<file path="src/rtl/rom_port_arbiter_if.sv">
// Request and response bundle between the clients and rom_port_arbiter.
// Both channels transfer on a cycle where valid & ready are high at posedge clk.
interface rom_port_arbiter_if #(
  parameter int NREQ = 4,
  parameter int AW   = 2,
  parameter int DW   = 8,
  parameter int IW   = $clog2(NREQ)
);
  logic [NREQ-1:0]    req_valid;
  logic [NREQ*AW-1:0] req_addr;
  logic [NREQ-1:0]    req_ready;
  logic               rsp_valid;
  logic [IW-1:0]      rsp_id;
  logic [DW-1:0]      rsp_data;
  logic               rsp_ready;

  modport master (
    output req_valid, req_addr, rsp_ready,
    input  req_ready, rsp_valid, rsp_id, rsp_data
  );

  modport slave (
    input  req_valid, req_addr, rsp_ready,
    output req_ready, rsp_valid, rsp_id, rsp_data
  );
endinterface

</file>
<file path="src/rtl/rom_port_arbiter.sv">
// Round-robin sharing of one 1-cycle-latency ROM among NREQ clients, with
// tagged in-order responses buffered in a credit-protected show-ahead FIFO.
module rom_port_arbiter #(
  parameter int NREQ  = 4,
  parameter int AW    = 2,
  parameter int DW    = 8,
  parameter int DEPTH = 2
) (
  input  logic                  clk,
  input  logic                  rst,
  rom_port_arbiter_if.slave     bus,
  output logic [AW-1:0]         rom_addr,
  input  logic [DW-1:0]         rom_rdata,
  output logic [15:0]           grant_count
);
  localparam int IW = $clog2(NREQ);
  localparam int PW = $clog2(DEPTH);
  localparam int CW = $clog2(DEPTH + 1);

  logic [IW-1:0] r_last;
  logic          r_inflight;
  logic [IW-1:0] r_inflight_id;
  logic [AW-1:0] r_rom_addr;
  logic [15:0]   r_grant_count;
  logic [CW-1:0] r_count;
  logic [PW-1:0] r_wr_ptr;
  logic [PW-1:0] r_rd_ptr;
  logic [DW-1:0] r_mem_data [DEPTH];
  logic [IW-1:0] r_mem_id   [DEPTH];

  logic          w_pop;
  logic          w_push;
  logic [CW:0]   w_occ;
  logic          w_may_grant;
  logic          w_found;
  logic [IW-1:0] w_cand;
  logic [IW-1:0] w_winner;
  logic          w_grant;
  logic [AW-1:0] w_win_addr;

  assign w_pop  = (r_count != '0) && bus.rsp_ready;
  assign w_push = r_inflight;

  // Occupancy counts the read already in flight, so a grant is only made
  // when a FIFO slot is guaranteed for its data one cycle later.
  assign w_occ       = (CW+1)'(r_count) + (CW+1)'(r_inflight) - (CW+1)'(w_pop);
  assign w_may_grant = w_occ < (CW+1)'(DEPTH);

  always_comb begin
    w_found  = 1'b0;
    w_cand   = '0;
    w_winner = '0;
    for (int k = 1; k <= NREQ; k++) begin
      w_cand = IW'((int'(r_last) + k) % NREQ);
      if (!w_found && bus.req_valid[w_cand]) begin
        w_found  = 1'b1;
        w_winner = w_cand;
      end
    end
  end

  // A grant is suppressed while rst is high so no client sees a transfer
  // that the reset is about to discard.
  assign w_grant       = w_may_grant && w_found && !rst;
  assign w_win_addr    = bus.req_addr[int'(w_winner)*AW +: AW];
  assign bus.req_ready = w_grant ? (NREQ'(1) << w_winner) : '0;
  assign rom_addr      = w_grant ? w_win_addr : r_rom_addr;

  assign bus.rsp_valid = (r_count != '0);
  assign bus.rsp_id    = r_mem_id[r_rd_ptr];
  assign bus.rsp_data  = r_mem_data[r_rd_ptr];
  assign grant_count   = r_grant_count;

  always_ff @(posedge clk) begin
    if (rst) begin
      r_last        <= IW'(NREQ - 1);
      r_inflight    <= 1'b0;
      r_inflight_id <= '0;
      r_rom_addr    <= '0;
      r_grant_count <= '0;
      r_count       <= '0;
      r_wr_ptr      <= '0;
      r_rd_ptr      <= '0;
    end else begin
      r_inflight <= w_grant;
      if (w_grant) begin
        r_inflight_id <= w_winner;
        r_last        <= w_winner;
        r_rom_addr    <= w_win_addr;
        if (r_grant_count != 16'hFFFF) r_grant_count <= r_grant_count + 16'd1;
      end
      if (w_push) begin
        r_mem_data[r_wr_ptr] <= rom_rdata;
        r_mem_id[r_wr_ptr]   <= r_inflight_id;
        r_wr_ptr             <= r_wr_ptr + PW'(1);
      end
      if (w_pop) r_rd_ptr <= r_rd_ptr + PW'(1);
      r_count <= r_count + CW'(w_push) - CW'(w_pop);
    end
  end
endmodule

</file>
<file path="src/flat_wrapper.sv">
// flat-port wrapper written by rule: the top's interface ports become plain ports
module rom_port_arbiter_flat 
#(
  parameter int NREQ  = 4,
  parameter int AW    = 2,
  parameter int DW    = 8,
  parameter int DEPTH = 2
)
  (clk, rst, rom_addr, rom_rdata, grant_count, bus_req_valid, bus_req_addr, bus_rsp_ready, bus_req_ready, bus_rsp_valid, bus_rsp_id, bus_rsp_data);
  rom_port_arbiter_if #(.NREQ(NREQ), .AW(AW), .DW(DW)) bus_i ();
  input  logic clk;
  input  logic rst;
  output logic [AW-1:0] rom_addr;
  input  logic [DW-1:0] rom_rdata;
  output logic [15:0] grant_count;
  input wire logic [$bits(bus_i.req_valid)-1:0] bus_req_valid;
  input wire logic [$bits(bus_i.req_addr)-1:0] bus_req_addr;
  input wire logic [$bits(bus_i.rsp_ready)-1:0] bus_rsp_ready;
  output wire logic [$bits(bus_i.req_ready)-1:0] bus_req_ready;
  output wire logic [$bits(bus_i.rsp_valid)-1:0] bus_rsp_valid;
  output wire logic [$bits(bus_i.rsp_id)-1:0] bus_rsp_id;
  output wire logic [$bits(bus_i.rsp_data)-1:0] bus_rsp_data;
  assign bus_i.req_valid = bus_req_valid;
  assign bus_i.req_addr = bus_req_addr;
  assign bus_i.rsp_ready = bus_rsp_ready;
  assign bus_req_ready = bus_i.req_ready;
  assign bus_rsp_valid = bus_i.rsp_valid;
  assign bus_rsp_id = bus_i.rsp_id;
  assign bus_rsp_data = bus_i.rsp_data;
  rom_port_arbiter #(.NREQ(NREQ), .AW(AW), .DW(DW), .DEPTH(DEPTH)) u_core (.clk(clk), .rst(rst), .bus(bus_i), .rom_addr(rom_addr), .rom_rdata(rom_rdata), .grant_count(grant_count));
endmodule
</file>
<file path="config.mk">
export PLATFORM = sky130hd
export DESIGN_NAME = rom_port_arbiter_flat
export DESIGN_NICKNAME = d
export VERILOG_FILES = /design/src/rtl/rom_port_arbiter_if.sv /design/src/rtl/rom_port_arbiter.sv /design/src/flat_wrapper.sv
export SDC_FILE = /design/constraint.sdc
export NUM_CORES = 1
export LEC_CHECK = 0
export ABC_CLOCK_PERIOD_IN_PS = 3800
export CAP_MARGIN = 10
export CORE_MARGIN = 2
export CORE_UTILIZATION = 49
export DETAILED_ROUTE_END_ITERATION = 6
export GPL_ROUTABILITY_DRIVEN = 0
export PLACE_DENSITY = 0.79
export SYNTH_ARGS = -nofsm -noshare
export SYNTH_HDL_FRONTEND = slang
export SYNTH_SLANG_ARGS = --single-unit
</file>
<file path="constraint.sdc">
create_clock -name clk -period 3.8 [get_ports clk]
set_input_delay 0.76 -clock clk [delete_from_list [all_inputs] [get_ports clk]]
set_output_delay 0.76 -clock clk [all_outputs]
set_load 0.05 [all_outputs]
</file>
==> results of run 1 <==
power by group through the flow:
stage / logic [µW] / clock network (µW) / registers [µW]
floorplan: 655 / 0 / 707
finish: 1120 / 295 / 699
global route: 1190 / 323 / 710
detailed placement: 1010 / 0 / 707
global placement: 989 / 0 / 702
CTS: 1130 / 301 / 699
metrics by stage:
stage	std cells	util	hold WS, ns
after floorplan	204	-	0.425
after global placement	311	0.674	0.432
after detailed placement	311	0.674	0.455
after CTS	322	0.712	0.469
after global routing	322	0.713	0.483
final	322	0.713	0.468
path summary, 6_finish.rpt:
check,startpoint,to,cells past startpoint
max,u_core.r_count[1],rom_addr[0],12
min,u_core.r_inflight_id[0],u_core.r_mem_id[1][0],0
max reg2reg,u_core.r_count[1],u_core.grant_count[15],14
min reg2reg,u_core.r_inflight_id[0],u_core.r_mem_id[1][0],0
sequential cells by signal (all words and copies together) (netlist names), 2 cells and up, named ones only:
name / flops
u_core.r_rom_addr: 2
u_core.r_mem_id: 4
u_core.grant_count: 16
u_core.r_last: 2
u_core.r_inflight_id: 2
u_core.r_count: 2
u_core.r_mem_data: 16
cells by family (layout without fill, tap and decap cells):
| family | after synthesis | in the layout | synth area share |
|---|---|---|---|
| xor gates and xnor gates | 12 | 12 | 0.0496 |
| adders and majority gates | 4 | 4 | 0.0254 |
| buffers and inverters | 15 | 81 | 0.0347 |
| muxes | 13 | 13 | 0.0628 |
| AOI/OAI and AO/OA | 38 | 38 | 0.132 |
| and+or+nand+nor | 74 | 74 | 0.184 |
| DFF | 48 | 48 | 0.512 |
Yosys cell counts (all sizes together) (6+ instances only):
master  count  area [µm²]
a21oi       7        35.0
and3        8        55.1
buf         6        42.5
dfxtp      28         561
edfxtp     20         601
inv         7        28.8
mux2       10         113
nand2      12        45.0
nand3       8        40.0
nor2       19        71.3
o21ai       9        45.0
xnor2      11         104
layer usage:
layer	up-vias	global-route usage
met5	-	0
met4	0	0.0860
met3	4	0.0500
met2	55	0.310
met1	831	0.241
li1	874	-
area by class of cell:
cell class / instances / area, µm²
flip-flops and latches: 48 / 1160
inverters: 8 / 32.5
well taps: 52 / 65.1
fillers: 316 / 1270
multi-input cells: 141 / 1100
clock inverters: 2 / 11.3
repair buffers: 65 / 697
clock buffers: 6 / 72.6
repair_timing:
action                                  4_1_cts  5_1_grt
endpoints found under the setup margin        6        2
buffers inserted                              3        0
gates cloned                                  0        0
pin swaps                                     7        1
gates resized for setup                      18        1
==> metrics.yaml, run 1 <==
rsz0062_at_grt: "false"
rrSetupSlack_ns: 0.77
clockBufferDepth: 2
tritoncts: "done"
maxCapViolations: 0
fin_ws_ns: 0.135
setup-violations-final: 0
vias_per_cell: 5.48
finalHoldViolCount: 0
die_area_um2: 5190
status: "completed"
synth_edf_count: 20
finalCriticalPeriod_ns: 3.66
drt_iter0_drc: 80
grt.overflow.total: 0
slew_violations: 0
diodes: 0
core_area_um2: 4410
cts_hold_buffers: 0
route.met3.wl_um: 280
critPathArrivalTime_ns: 2.90
final_nets: 296
cts_sinks: 48
grt_max_degree: 27
ant_nets: 0
cts-root-buf: "clkbuf_8"
cts_buffers: 5
via_count: 1764
switching_power_uw: 856
dp_hpwl_um: 3250
layout_commonest_cell: "clkdlybuf4s50_1"
start_util: 0.514
synth_fp_nets: 231
io_pins: 56
placed_area_um2: 2970
power_density_nw_per_um2: 672
max_slew_margin: 0.657
crit_family: "adder cells"
total_power_uw: 2110
combPwrFrac: 0.530
end_kind: "primary output"
slowest_delay_ns: 0.57
start_kind: "register"
path_clk_slew_ns: 0.09
synthArstFlopShare: 0
maxUsedRoutingLayer: "met4"
synth_area_um2: 2270
port_buffers: 55
synth_cell_types: 54
power_frac_clock: 0.140
grt_pass1_wl_um: 7770
syn_inst: 204
required_ns: 3.04
crit_buf_inv: 3
ys.flop_type: "dfxtp_1"
clock_skew_ns: 0.00592
die_h_um: 72.1
area_growth_syn_to_layout_pct: 38.6
dr_wl_met2_um: 2270
met1_length_um: 2010
insertion_delay_ns: 0.30
tns_ns: 0
routed_wl_um: 4630
critPathSlowestCell: "fa_2"
drive_gt1_frac: 0.230
cp_max_fo: 3
std_cell_rows: 24
grt_antenna_before_repair: 0
ir_worst_vdd_mv: 0.491
seq_area_frac_synth: 0.512
layout_common_cells: "48 x clkdlybuf4s50_1, 27 x dfxtp_1, 20 x edfxtp_1, 18 x nor2_1, 11 x nand2_1"
hold_class: "register to register"
critPathKind: "register to primary output"
yosys_warnings: 0
p_int_uw: 1260
finalInstanceArea_um2: 3150
synth.avg_cell_area_um2: 11.1
first_pass_iters: 4
htreeDepth: 2
synth.ff_latch_count: 48
swShare: 0.405
wl_per_cell_um: 14.4
track_usage: 0.191
fp.dieW_um: 72.1
drc: 0
fin_crit_sh: 0.964
grt_pass1_vias: 1701
leakage_uw: 0.00111
seq_power_share: 0.330
worstMarginPinSlew_ns: 0.513
post-place-ws_ns: -0.325
fmax_mhz: 273
critical_path.cell_chain: "or2_2 > and2_4 > ha_4 > inv_2 > ha_4 > inv_2 > fa_2 > nand4_4 > a211oi_4 > o21ai_2 > nand3_2 > buf_12"
No activity file was read; power rests on OpenSTA's default activity.
==> run 2: changes to the inputs <==
- CORE_ASPECT_RATIO: default -> 1.4
==> run 2 against run 1 <==
  * Largest cell class unchanged
  * Hold slack improved by 0.0047 ns
  * Fmax fell by 1.7%
  * Setup slack got worse by 0.063 ns
  * Flip-flop and latch count did not move
  * Critical endpoint is now bus_req_ready[2]
  * Via count fell by 1.1%
  * Clock skew fell by 0.00071 ns
  * Global-route usage fell by 0.26 points
  * Clock power rose by 21%
  * Count of clock-buffer cells in the layout fell by 1
  * Largest power group unchanged
  * First-iteration DRC count fell by 71%
  * Power rose by 2.3%
==> metrics.yaml, run 2 (synthesis gave the netlist of run 1 again) <==
power_density_nw_per_um2: 680  # +1.2%
cts-root-buf: "clkbuf_8"
critPathKind: "input pin to primary output"
swShare: 0.390  # -0.0146
fin_ws_ns: 0.0728  # -0.0626 ns
grt_pass1_wl_um: 7600  # -2.2%
critical_path.cell_chain: "dlygate4sd2_1 > and2_4 > ha_4 > inv_2 > ha_4 > inv_2 > fa_2 > xnor2_2 > nand4_4 > buf_12 > inv_4 > nand2_1 > nor2_2 > buf_12"
via_count: 1745  # -1.1%
drc: 0  # unchanged
slew_violations: 0  # unchanged
tritoncts: "done"
die_area_um2: 5200  # +0.15%
port_buffers: 55  # unchanged
htreeDepth: 2  # unchanged
finalHoldViolCount: 0  # unchanged
n_fill_cell: 359  # +14%
routed_wl_um: 4560  # -1.4%
maxUsedRoutingLayer: "met4"
route.met3.wl_um: 259  # -7.5%
track_usage: 0.189  # -0.00259
grt_max_degree: 27  # unchanged
slowest_delay_ns: 0.36  # -0.21 ns
drive_gt1_frac: 0.230  # unchanged
crit_buf_inv: 6  # +3
combPwrFrac: 0.514  # -0.016
layout_common_cells: "48 x clkdlybuf4s50_1, 28 x dfxtp_1, 20 x edfxtp_1, 18 x nor2_1, 12 x nand2_1"
ir_worst_vdd_mv: 0.552  # +12%
multi_input_area_um2: 1100  # -0.23%
wl_per_cell_um: 13.7  # -4.4%
layout_commonest_cell: "clkdlybuf4s50_1"
dr_wl_met2_um: 2500  # +10%
leakage_uw: 0.00112  # +1.5%
critPathArrivalTime_ns: 2.97  # +0.07 ns
worstMarginPinSlew_ns: 0.509  # -0.00316 ns
core_area_um2: 4500  # +1.9%
p_int_uw: 1320  # +4.8%
end_kind: "primary output"
maxCapViolations: 0  # unchanged
cts_sinks: 48  # unchanged
seq_power_share: 0.321  # -0.009
diodes: 0  # unchanged
die_h_um: 84.5  # +17%
io_pins: 56  # unchanged
start_util: 0.504  # -0.00972
std_cell_rows: 29  # +21%
met1_length_um: 1740  # -14%
grt_pass1_vias: 1758  # +3.4%
switching_power_uw: 844  # -1.4%
drt_iter0_drc: 23  # -71%
seqCellArea_um2: 1160  # -0.11%
power_frac_clock: 0.165  # +0.025
ant_nets: 0  # unchanged
fin_crit_sh: 0.981  # +0.0165
final_nets: 296  # unchanged
clockBufferDepth: 2  # unchanged
max_slew_margin: 0.659  # +0.00211
post-place-ws_ns: -0.351  # -0.0262 ns
fmax_mhz: 268  # -1.7%
required_ns: 3.04  # about the same
critPathSlowestCell: "fa_2"
insertion_delay_ns: 0.29  # about the same
r2r-start: "u_core.r_count[0]"
worstHoldStart: "u_core.r_inflight_id[1]"
grt.overflow.total: 0  # unchanged
first_pass_iters: 4  # unchanged
vias_per_cell: 5.26  # -4.1%
status: "completed"
dp_hpwl_um: 3310  # +1.7%
fin_util: 0.707  # -0.00541
grt_antenna_before_repair: 0  # unchanged
hold_class: "register to register"
crit_family: "buffers and inverters"
fp.dieW_um: 61.5  # -15%
setup-violations-final: 0  # unchanged
cts_buffers: 5  # unchanged
cp_max_fo: 15  # +12
path_clk_slew_ns: 0.08  # about the same
finalCriticalPeriod_ns: 3.73  # +0.0626 ns
startpoint: "bus_rsp_ready"
clock_skew_ns: 0.00521  # -0.000708 ns
start_kind: "input pin"
area_growth_syn_to_layout_pct: 40.2
run 2: final timing paths:
| kind | to | slack (ns) | cells after the start |
|---|---|---|---|
| hold / removal | u_core.r_mem_id[0][1] | 0.47 | 0 |
| setup reg to reg | u_core.grant_count[15] | 0.76 | 15 |
| setup / recovery | bus_req_ready[2] | 0.07 | 14 |
| hold reg to reg | u_core.r_mem_id[0][1] | 0.47 | 0 |
run 2: final cells by class:
type / count / share of cell area
clock inverters: 3 / 0.0134
flip-flops and latches: 48 / 0.365
well taps: 62 / 0.0244
inverters: 8 / 0.0102
repair buffers: 65 / 0.219
clock buffers: 5 / 0.0216
multi-input cells: 141 / 0.346
run 2: layer usage:
layer,up-vias,track usage
met4,0,0.0542
met1,813,0.209
met3,6,0.0508
met5,-,0
met2,55,0.338
li1,871,-
run 2: timing repair:
action / 4_1_cts / 5_1_grt
setup buffers: 0 / 0
endpoints found under the setup margin: 6 / 4
resized for setup: 13 / 4
pin swaps: 7 / 4
hold buffers: 0 / 0
run 2: worst register-to-register path: stages, from the launching register on:
cell and delay (ns):
dfxtp_1 0.34, or2_2 0.29, and2_4 0.15, ha_4 0.23, inv_2 0.06, ha_4 0.12, inv_2 0.03, fa_2 0.37
xnor2_2 0.21, nand4_4 0.14, buf_12 0.19, inv_4 0.07, buf_4 0.14, o211ai_4 0.13, or3_1 0.38, a21oi_1 0.14
run 2: power groups by stage:
stage / Clock, µW / Combinational, µW / Sequential (µW)
final: 358 / 1110 / 694
after floorplan: 0 / 655 / 707
after detailed placement: 0 / 1030 / 703
after global routing: 388 / 1180 / 706
after global placement: 0 / 1020 / 697
after CTS: 368 / 1080 / 694
run 2: through the flow:
stage               hold WS [ns]  instances  TNS [ns]  power [µW]  cell area [µm²]
CTS                        0.470        332         0        2140             3160
global placement           0.441        324     -1.05        1720             3010
detailed placement         0.451        324     -1.33        1740             3010
finish                     0.473        332         0        2160             3180
global route               0.499        332   -0.0387        2280             3180
floorplan                  0.425        204    -0.140        1360             2290
==> run 3: changes to the inputs <==
- CORE_UTILIZATION: 49 -> 55
- DONT_BUFFER_PORTS: default -> 1
- HOLD_SLACK_MARGIN: default -> 0.12
- PLACE_DENSITY: 0.79 -> default
- PLACE_DENSITY_LB_ADDON: default -> 0.05
==> run 3 against run 2 <==
  * Global-route usage is 0.54 points higher
  * Flip-flop and latch count unchanged
  * Fmax is 1.4% higher
  * Routed wire length fell by 5.7%
  * Power decreased by 8.9%
  * Die area is 10% lower
  * Count of clock-buffer cells in the layout increased by 1
  * Critical path depth decreased by 3
  * Largest cell class unchanged
  * Highest routed layer unchanged
==> metrics.yaml, run 3 (synthesis gave the netlist of run 1 again) <==
insertion_delay_ns: 0.30  # about the same
grt_max_degree: 28  # +3.7%
setup-violations-final: 0  # unchanged
p_int_uw: 1140  # -14%
power_frac_clock: 0.158  # -0.007
ant_nets: 0  # unchanged
fmax_mhz: 272  # +1.4%
path_clk_slew_ns: 0.08  # about the same
critPathKind: "register to primary output"
tns_ns: 0  # unchanged
fp.dieW_um: 58.3  # -5.3%
core_area_um2: 3950  # -12%
cts_buffers: 5  # unchanged
combPwrFrac: 0.477  # -0.037
htreeDepth: 2  # unchanged
hold_class: "register to register"
via_count: 1576  # -9.7%
placed_cells: 249  # -23%
switching_power_uw: 832  # -1.5%
die_area_um2: 4660  # -10%
n_fill_cell: 288  # -20%
tritoncts: "done"
vias_per_cell: 6.02  # +14%
cts-root-buf: "clkbuf_8"
drc: 0  # unchanged
start_kind: "register"
drive_gt1_frac: 0.279  # +0.0489
clockBufferDepth: 2  # unchanged
end_kind: "primary output"
finalHoldViolCount: 0  # unchanged
layout_commonest_cell: "dfxtp_1"
final_cells: 262  # -21%
maxCapViolations: 0  # unchanged
wl_per_cell_um: 16.4  # +19%
drt_iter0_drc: 40  # +74%
grt_pass1_vias: 1542  # -12%
std_cell_rows: 27  # -6.9%
cts_hold_buffers: 0  # unchanged
io_pins: 56  # unchanged
clock_skew_ns: 0.00341  # -0.00180 ns
seq_power_share: 0.365  # +0.044
final_nets: 245  # -17%
critPathArrivalTime_ns: 2.92  # -0.05 ns
total_power_uw: 1970  # -8.9%
port_buffers: 0  # -100%
grt_pass1_wl_um: 6870  # -9.5%
required_ns: 3.04  # about the same
die_h_um: 80.0  # -5.3%
status: "completed"
start_util: 0.574  # +0.0698
worstMarginPinSlew_ns: 0.682  # +0.173 ns
diodes: 0  # unchanged
max_slew_margin: 0.545  # -0.115
rsz0062_at_grt: "false"
layout_common_cells: "27 x dfxtp_1, 20 x edfxtp_1, 18 x nor2_1, 11 x nand2_1"
slew_violations: 0  # unchanged
routed_wl_um: 4300  # -5.7%
track_usage: 0.194  # +0.00543
fin_crit_sh: 0.968  # -0.0131
grt.overflow.total: 0  # unchanged
timing.hold.ws_ns: 0.471  # -0.00173 ns
leakage_uw: 0.000910  # -19%
cts_sinks: 48  # unchanged
grt_antenna_before_repair: 0  # unchanged
finalCriticalPeriod_ns: 3.68  # -0.0500 ns
cp_max_fo: 3  # -12
area_growth_syn_to_layout_pct: 15.4
swShare: 0.422  # +0.0317
dp_hpwl_um: 3040  # -8.0%
ir_worst_vdd_mv: 0.625  # +13%
power_density_nw_per_um2: 753  # +11%
first_pass_iters: 4  # unchanged
run 3: changes by cell type in the layout (fill, tap and decap cells not counted), moves of 2 or more:
cell / before / now
clkdlybuf4s50_1: 48 / 0
buf_12: 7 / 3
nand3_2: 2 / 0
nand3_4: 0 / 2
run 3: area by class of cell:
class / instances / area (µm²) / area share
well taps: 43 / 53.8 / 0.0205
multi-input cells: 141 / 1120 / 0.429
clock inverters: 2 / 15.0 / 0.00573
flip-flops and latches: 48 / 1160 / 0.445
inverters: 8 / 32.5 / 0.0124
repair buffers: 14 / 146 / 0.0559
clock buffers: 6 / 82.6 / 0.0315
run 3: repair_timing:
item | in CTS | in global routing
gates resized for setup | 12 | 11
pin swaps | 4 | 8
buffers inserted | 3 | 2
setup endpoints to repair | 5 | 6
run 3: worst paths after layout:
path	slack, ns	to	startpoint	cells past startpoint
setup reg to reg	0.77	u_core.grant_count[15]	u_core.r_count[1]	14
hold / removal	0.47	u_core.r_mem_id[1][1]	u_core.r_inflight_id[1]	0
hold reg to reg	0.47	u_core.r_mem_id[1][1]	u_core.r_inflight_id[1]	0
setup / recovery	0.12	rom_addr[1]	u_core.r_count[1]	11
run 3: critical path, stage by stage, from the launching register on:
cell      delay (ns)
dfxtp_4         0.36
or2_4           0.24
and2_4          0.15
ha_4            0.22
inv_1           0.05
ha_2            0.16
inv_2           0.04
fa_2            0.60
nand4_4         0.14
a211oi_4        0.33
o21ai_2         0.14
nand3_4         0.20
run 3: metrics by stage:
stage	util	instance area, µm²	setup WS (ns)
floorplan	-	2290	-0.103
global placement	0.605	2390	0.125
detailed placement	0.605	2390	0.0376
CTS	0.646	2550	0.00712
global route	0.663	2620	0.00346
finish	0.663	2620	0.123
run 3: per-layer routing:
layer / wire length, µm / up-vias / GRT usage
li1: - / 769 / -
met1: 1540 / 753 / 0.196
met2: 2370 / 46 / 0.356
met3: 324 / 8 / 0.0632
met4: 62 / 0 / 0.0767
met5: 0 / - / 0
run 3: power by group through the flow:
| stage | Sequential, µW | Clock [µW] | Combinational [µW] |
|---|---|---|---|
| floorplan | 707 | 0 | 655 |
| global placement | 728 | 0 | 759 |
| detailed placement | 733 | 0 | 781 |
| CTS | 724 | 321 | 876 |
| global route | 733 | 342 | 1000 |
| finish | 720 | 311 | 940 |
==> patch 1: new RTL, settings of run 2 <==
`AW` is set to 2 in 3 places; all go to 1.
--- a/src/rtl/rom_port_arbiter_if.sv
+++ b/src/rtl/rom_port_arbiter_if.sv
@@ -2,7 +2,7 @@
 // Both channels transfer on a cycle where valid & ready are high at posedge clk.
 interface rom_port_arbiter_if #(
   parameter int NREQ = 4,
-  parameter int AW   = 2,
+  parameter int AW   = 1,
   parameter int DW   = 8,
   parameter int IW   = $clog2(NREQ)
 );
--- a/src/rtl/rom_port_arbiter.sv
+++ b/src/rtl/rom_port_arbiter.sv
@@ -2,7 +2,7 @@
 // tagged in-order responses buffered in a credit-protected show-ahead FIFO.
 module rom_port_arbiter #(
   parameter int NREQ  = 4,
-  parameter int AW    = 2,
+  parameter int AW    = 1,
   parameter int DW    = 8,
   parameter int DEPTH = 2
 ) (
--- a/src/flat_wrapper.sv
+++ b/src/flat_wrapper.sv
@@ -2,7 +2,7 @@
 module rom_port_arbiter_flat 
 #(
   parameter int NREQ  = 4,
-  parameter int AW    = 2,
+  parameter int AW    = 1,
   parameter int DW    = 8,
   parameter int DEPTH = 2
 )
Ports: changed (resized bus_req_addr and rom_addr); port bits go from 56 to 51. No check against the original RTL was run, so the function may have changed too.
==> patch 1 against run 2 <==
The flow now finishes with violations (setup timing); routed wire length is 5.9% lower; sequential power shrank 2%; sequential cell count is 1 lower; cell area fell by 3.3%; area after synthesis decreased by 5.8%; highest routed layer unchanged; core utilization up 2.4 points; total power down 0.34%; worst setup slack got worse by 0.082 ns; register-to-register slack worse by 0.26 ns.
==> patch 1: results (changes against run 2) <==
| Metric | Value |
|---|---|
| XOR/XNOR share of the synthesized area | `5.32% (+0.36 points)` |
| Layout cells sized above 1 | `26.6% (+3.7 points)` |
| Slew headroom | `65.4% (-0.58 points)` |
| # fillers | `314 (-13%)` |
| Worst-case hold slack | `0.471 ns (-0.00196 ns)` |
| Largest net degree at the start of global routing | `30 (+11%)` |
| Hold_sp | `u_core.r_inflight_id[0]$_SDFFE_PP0P_` |
| Most common library cells after synthesis | `dfxtp_1 (27), nor2_1 (23), edfxtp_1 (20)` |
| Endpoints failing setup | `1 (+1)` |
| Status | `complete, but fails checks` |
| Final WS setup | `-0.00934 ns (-0.0822 ns)` |
| M3 GR Usage | `5.14% (+0.055 points)` |
| Post-Synth Adder-Cell Area | `2.69% (+0.16 points)` |
| Synth-to-Final Area Change | `43.8%` |
| Synth Net Count | `215 (-6.9%)` |
| Met1 wire length | `1.80 mm (+3.4%)` |
| Diodes inserted | `0 (unchanged)` |
| Cell family with most CP delay | `adder cells` |
| Met2 Track Usage GR | `31.5% (-2.3 points)` |
| Clk_skew | `0.00553 ns (+0.000323 ns)` |
| Library cells used by synthesis | `47 (-13%)` |
| Cts repair resizes | `12 (-1)` |
| Total track usage | `18.0% (-0.88 points)` |
| Origin of the critical flop-to-flop path | `u_core.r_count[1]$_SDFF_PP0_` |
| Failing checks | `setup timing` |
| Post-DP Area | `0.00287 mm2 (-4.7%)` |
| Sequential power | `678 uW (-2%)` |
| Leak pwr | `0.00114 uW (+1.4%)` |
| Crit path max fanout | `5 (-10)` |
| Metal3 WL | `238 um (-8.1%)` |
| CP arrival | `3.05 ns (+0.08 ns)` |
| Seq/Total Area, Yosys | `53.4% (+2.2 points)` |
| I/O Buffers | `50 (-9.1%)` |
| WHS Endpoint | `u_core.r_mem_id[0][0]$_DFFE_PP_` |
| Post-CTS Repair Setup Buffers | `3 (+3)` |
| Routed WL per cell | `13.9 um (+1.5%)` |
| Largest cells by area after synthesis | `edfxtp_1 (28%), dfxtp_1 (25%), mux2_2 (5.8%)` |
| DR WL met2 | `2.23 mm (-11%)` |
| Mux cell area share after synthesis | `7.20% (+0.91 points)` |
| 1st-iter DRT viols | `37 (+61%)` |
| R2r setup slk | `0.50 ns (-0.26 ns)` |
| Sw Pwr | `805 uW (-4.6%)` |
| Sw Ratio | `37.4% (-1.7 points)` |
| VDD IR max | `0.770 mV (+40%)` |
| Setup crit end | `rom_addr` |
| CP max stage delay | `0.56 ns (+0.20 ns)` |
| Clock Latency Late Sink | `0.29 ns (about the same)` |
| First-pass GRT wire length | `6.76 mm (-11%)` |
patch 1: per-stage QoR:
step / setup WS [ns] / TNS (ns) / cells
CTS: -0.0311 / -0.0311 / 302
floorplan: -0.253 / -0.452 / 192
global route: -0.101 / -0.106 / 308
detailed placement: -0.359 / -1.37 / 291
finish: -0.00934 / -0.00934 / 308
global placement: -0.344 / -1.33 / 291
patch 1: logic make-up after synthesis:
kind of cell	after synthesis
multiplexers	14
AO/OA/AOI/OAI	30
buffers and inverters	14
AND/OR/NAND/NOR	70
adder cells (fa/ha/maj)	4
XOR/XNOR	13
flip-flops	47
patch 1: final cells by class:
| class | instances | share of cell area [%] |
|---|---|---|
| Timing Repair Buffer | 71 | 23.3 |
| Sequential cell | 47 | 37.3 |
| Tap cell | 45 | 1.83 |
| Multi-Input combinational cell | 131 | 33.2 |
| Inverter | 6 | 0.814 |
| Clock inverter | 3 | 1.42 |
| Clock buffer | 5 | 2.24 |
==> patch 2: new RTL, settings of run 2 <==
Without the edit above. Put one more register stage on the output `grant_count`, without a reset. The value now appears one clock later. The other outputs are not delayed to match.
--- a/src/rtl/rom_port_arbiter.sv
+++ b/src/rtl/rom_port_arbiter.sv
@@ -69,7 +69,9 @@
   assign bus.rsp_valid = (r_count != '0);
   assign bus.rsp_id    = r_mem_id[r_rd_ptr];
   assign bus.rsp_data  = r_mem_data[r_rd_ptr];
-  assign grant_count   = r_grant_count;
+  always_ff @(posedge clk) begin
+    grant_count <= r_grant_count;
+  end
 
   always_ff @(posedge clk) begin
     if (rst) begin
Check against the original RTL: not equivalent (a bounded check fails within 4 cycles, from zero or initial values and one cycle with rst high).
==> patch 2 against run 2 <==
Hold slack lost 0.098 ns; total power grew 13%; highest routed layer unchanged; area after synthesis grew 11%; core utilization grew 2.2 points; register-to-register slack lost 0.03 ns; worst setup slack gained 0.064 ns; routed wire length shrank 2.3%; cell area grew 12%; critical path depth shrank 2; sequential cell count grew 16.
==> patch 2: results (changes against run 2) <==
| Metric | Value |
|---|---|
| CP arrival | `2.90 ns (-0.07 ns)` |
| DRT Wirelength | `4.46 mm (-2.3%)` |
| Placed wire-length estimate | `3.13 mm (-5.4%)` |
| Met1 wire length | `1.88 mm (+7.9%)` |
| Cts repair resizes | `17 (+4)` |
| Clock buffer count from CTS | `9 (+4)` |
| # fillers | `338 (-5.8%)` |
| First-pass GRT wire length | `7.46 mm (-1.8%)` |
| Drt first pass iters | `5 (+1)` |
| Synth Area in Compound Gates | `6.82% (-6.4 points)` |
| VDD IR max | `0.579 mV (+4.9%)` |
| Clock Latency Late Sink | `0.33 ns (+0.04 ns)` |
| Number of global-route vias before repair | `1,755 (-0.17%)` |
| Vias per inst | `5.04 (-4.2%)` |
| Post-CTS Repair Setup Buffers | `1 (+1)` |
| 1st-iter DRT viols | `48 (+110%)` |
| Status | `completed` |
| CTS HTree Levels | `3 (+1)` |
| Metal3 WL | `188 um (-27%)` |
| Post-Synth Adder-Cell Area | `2.29% (-0.25 points)` |
| Met1 usage | `19.0% (-1.9 points)` |
| Syn Area/Cell | `11.6 um2 (+4.2%)` |
| M3 GR Usage | `5.34% (+0.26 points)` |
| Reg clk slew, reported paths | `0.06 ns (-0.02 ns)` |
| CP max stage delay | `0.55 ns (+0.19 ns)` |
| Largest cells by area after synthesis | `dfxtp_1 (35%), edfxtp_1 (24%), mux2_2 (5.4%)` |
| Seq/Total Area, Yosys | `58.9% (+7.7 points)` |
| Library cells used by synthesis | `44 (-19%)` |
| XOR/XNOR share of the synthesized area | `5.22% (+0.26 points)` |
==> patch 2: worst paths after layout <==
kind	start	endpoint	slack [ns]	cells after the start
worst max-delay path	bus_rsp_ready	rom_addr[0]	0.14	12
worst max register to register	u_core.r_count[1]$_SDFF_PP0_	u_core.r_grant_count[13]$_SDFFE_PP0P_	0.73	12
worst min-delay path	u_core.r_grant_count[15]$_SDFFE_PP0P_	u_core.grant_count[15]$_DFF_P_	0.38	0
worst min register to register	u_core.r_grant_count[15]$_SDFFE_PP0P_	u_core.grant_count[15]$_DFF_P_	0.38	0
==> patch 2: layout make-up <==
cell class | count | area share (%)
clock inverters | 4 | 0.563
inverters | 7 | 0.739
multi-input cells | 140 | 30.2
well taps | 64 | 2.25
clock buffers | 12 | 4.08
flip-flops and latches | 64 | 41.8
repair buffers | 70 | 20.4
==> patch 2: power by group <==
group	internal, uW	total (uW)	switching [uW]
registers	807	875	68.5
logic	495	1090	596
clock network	250	481	231
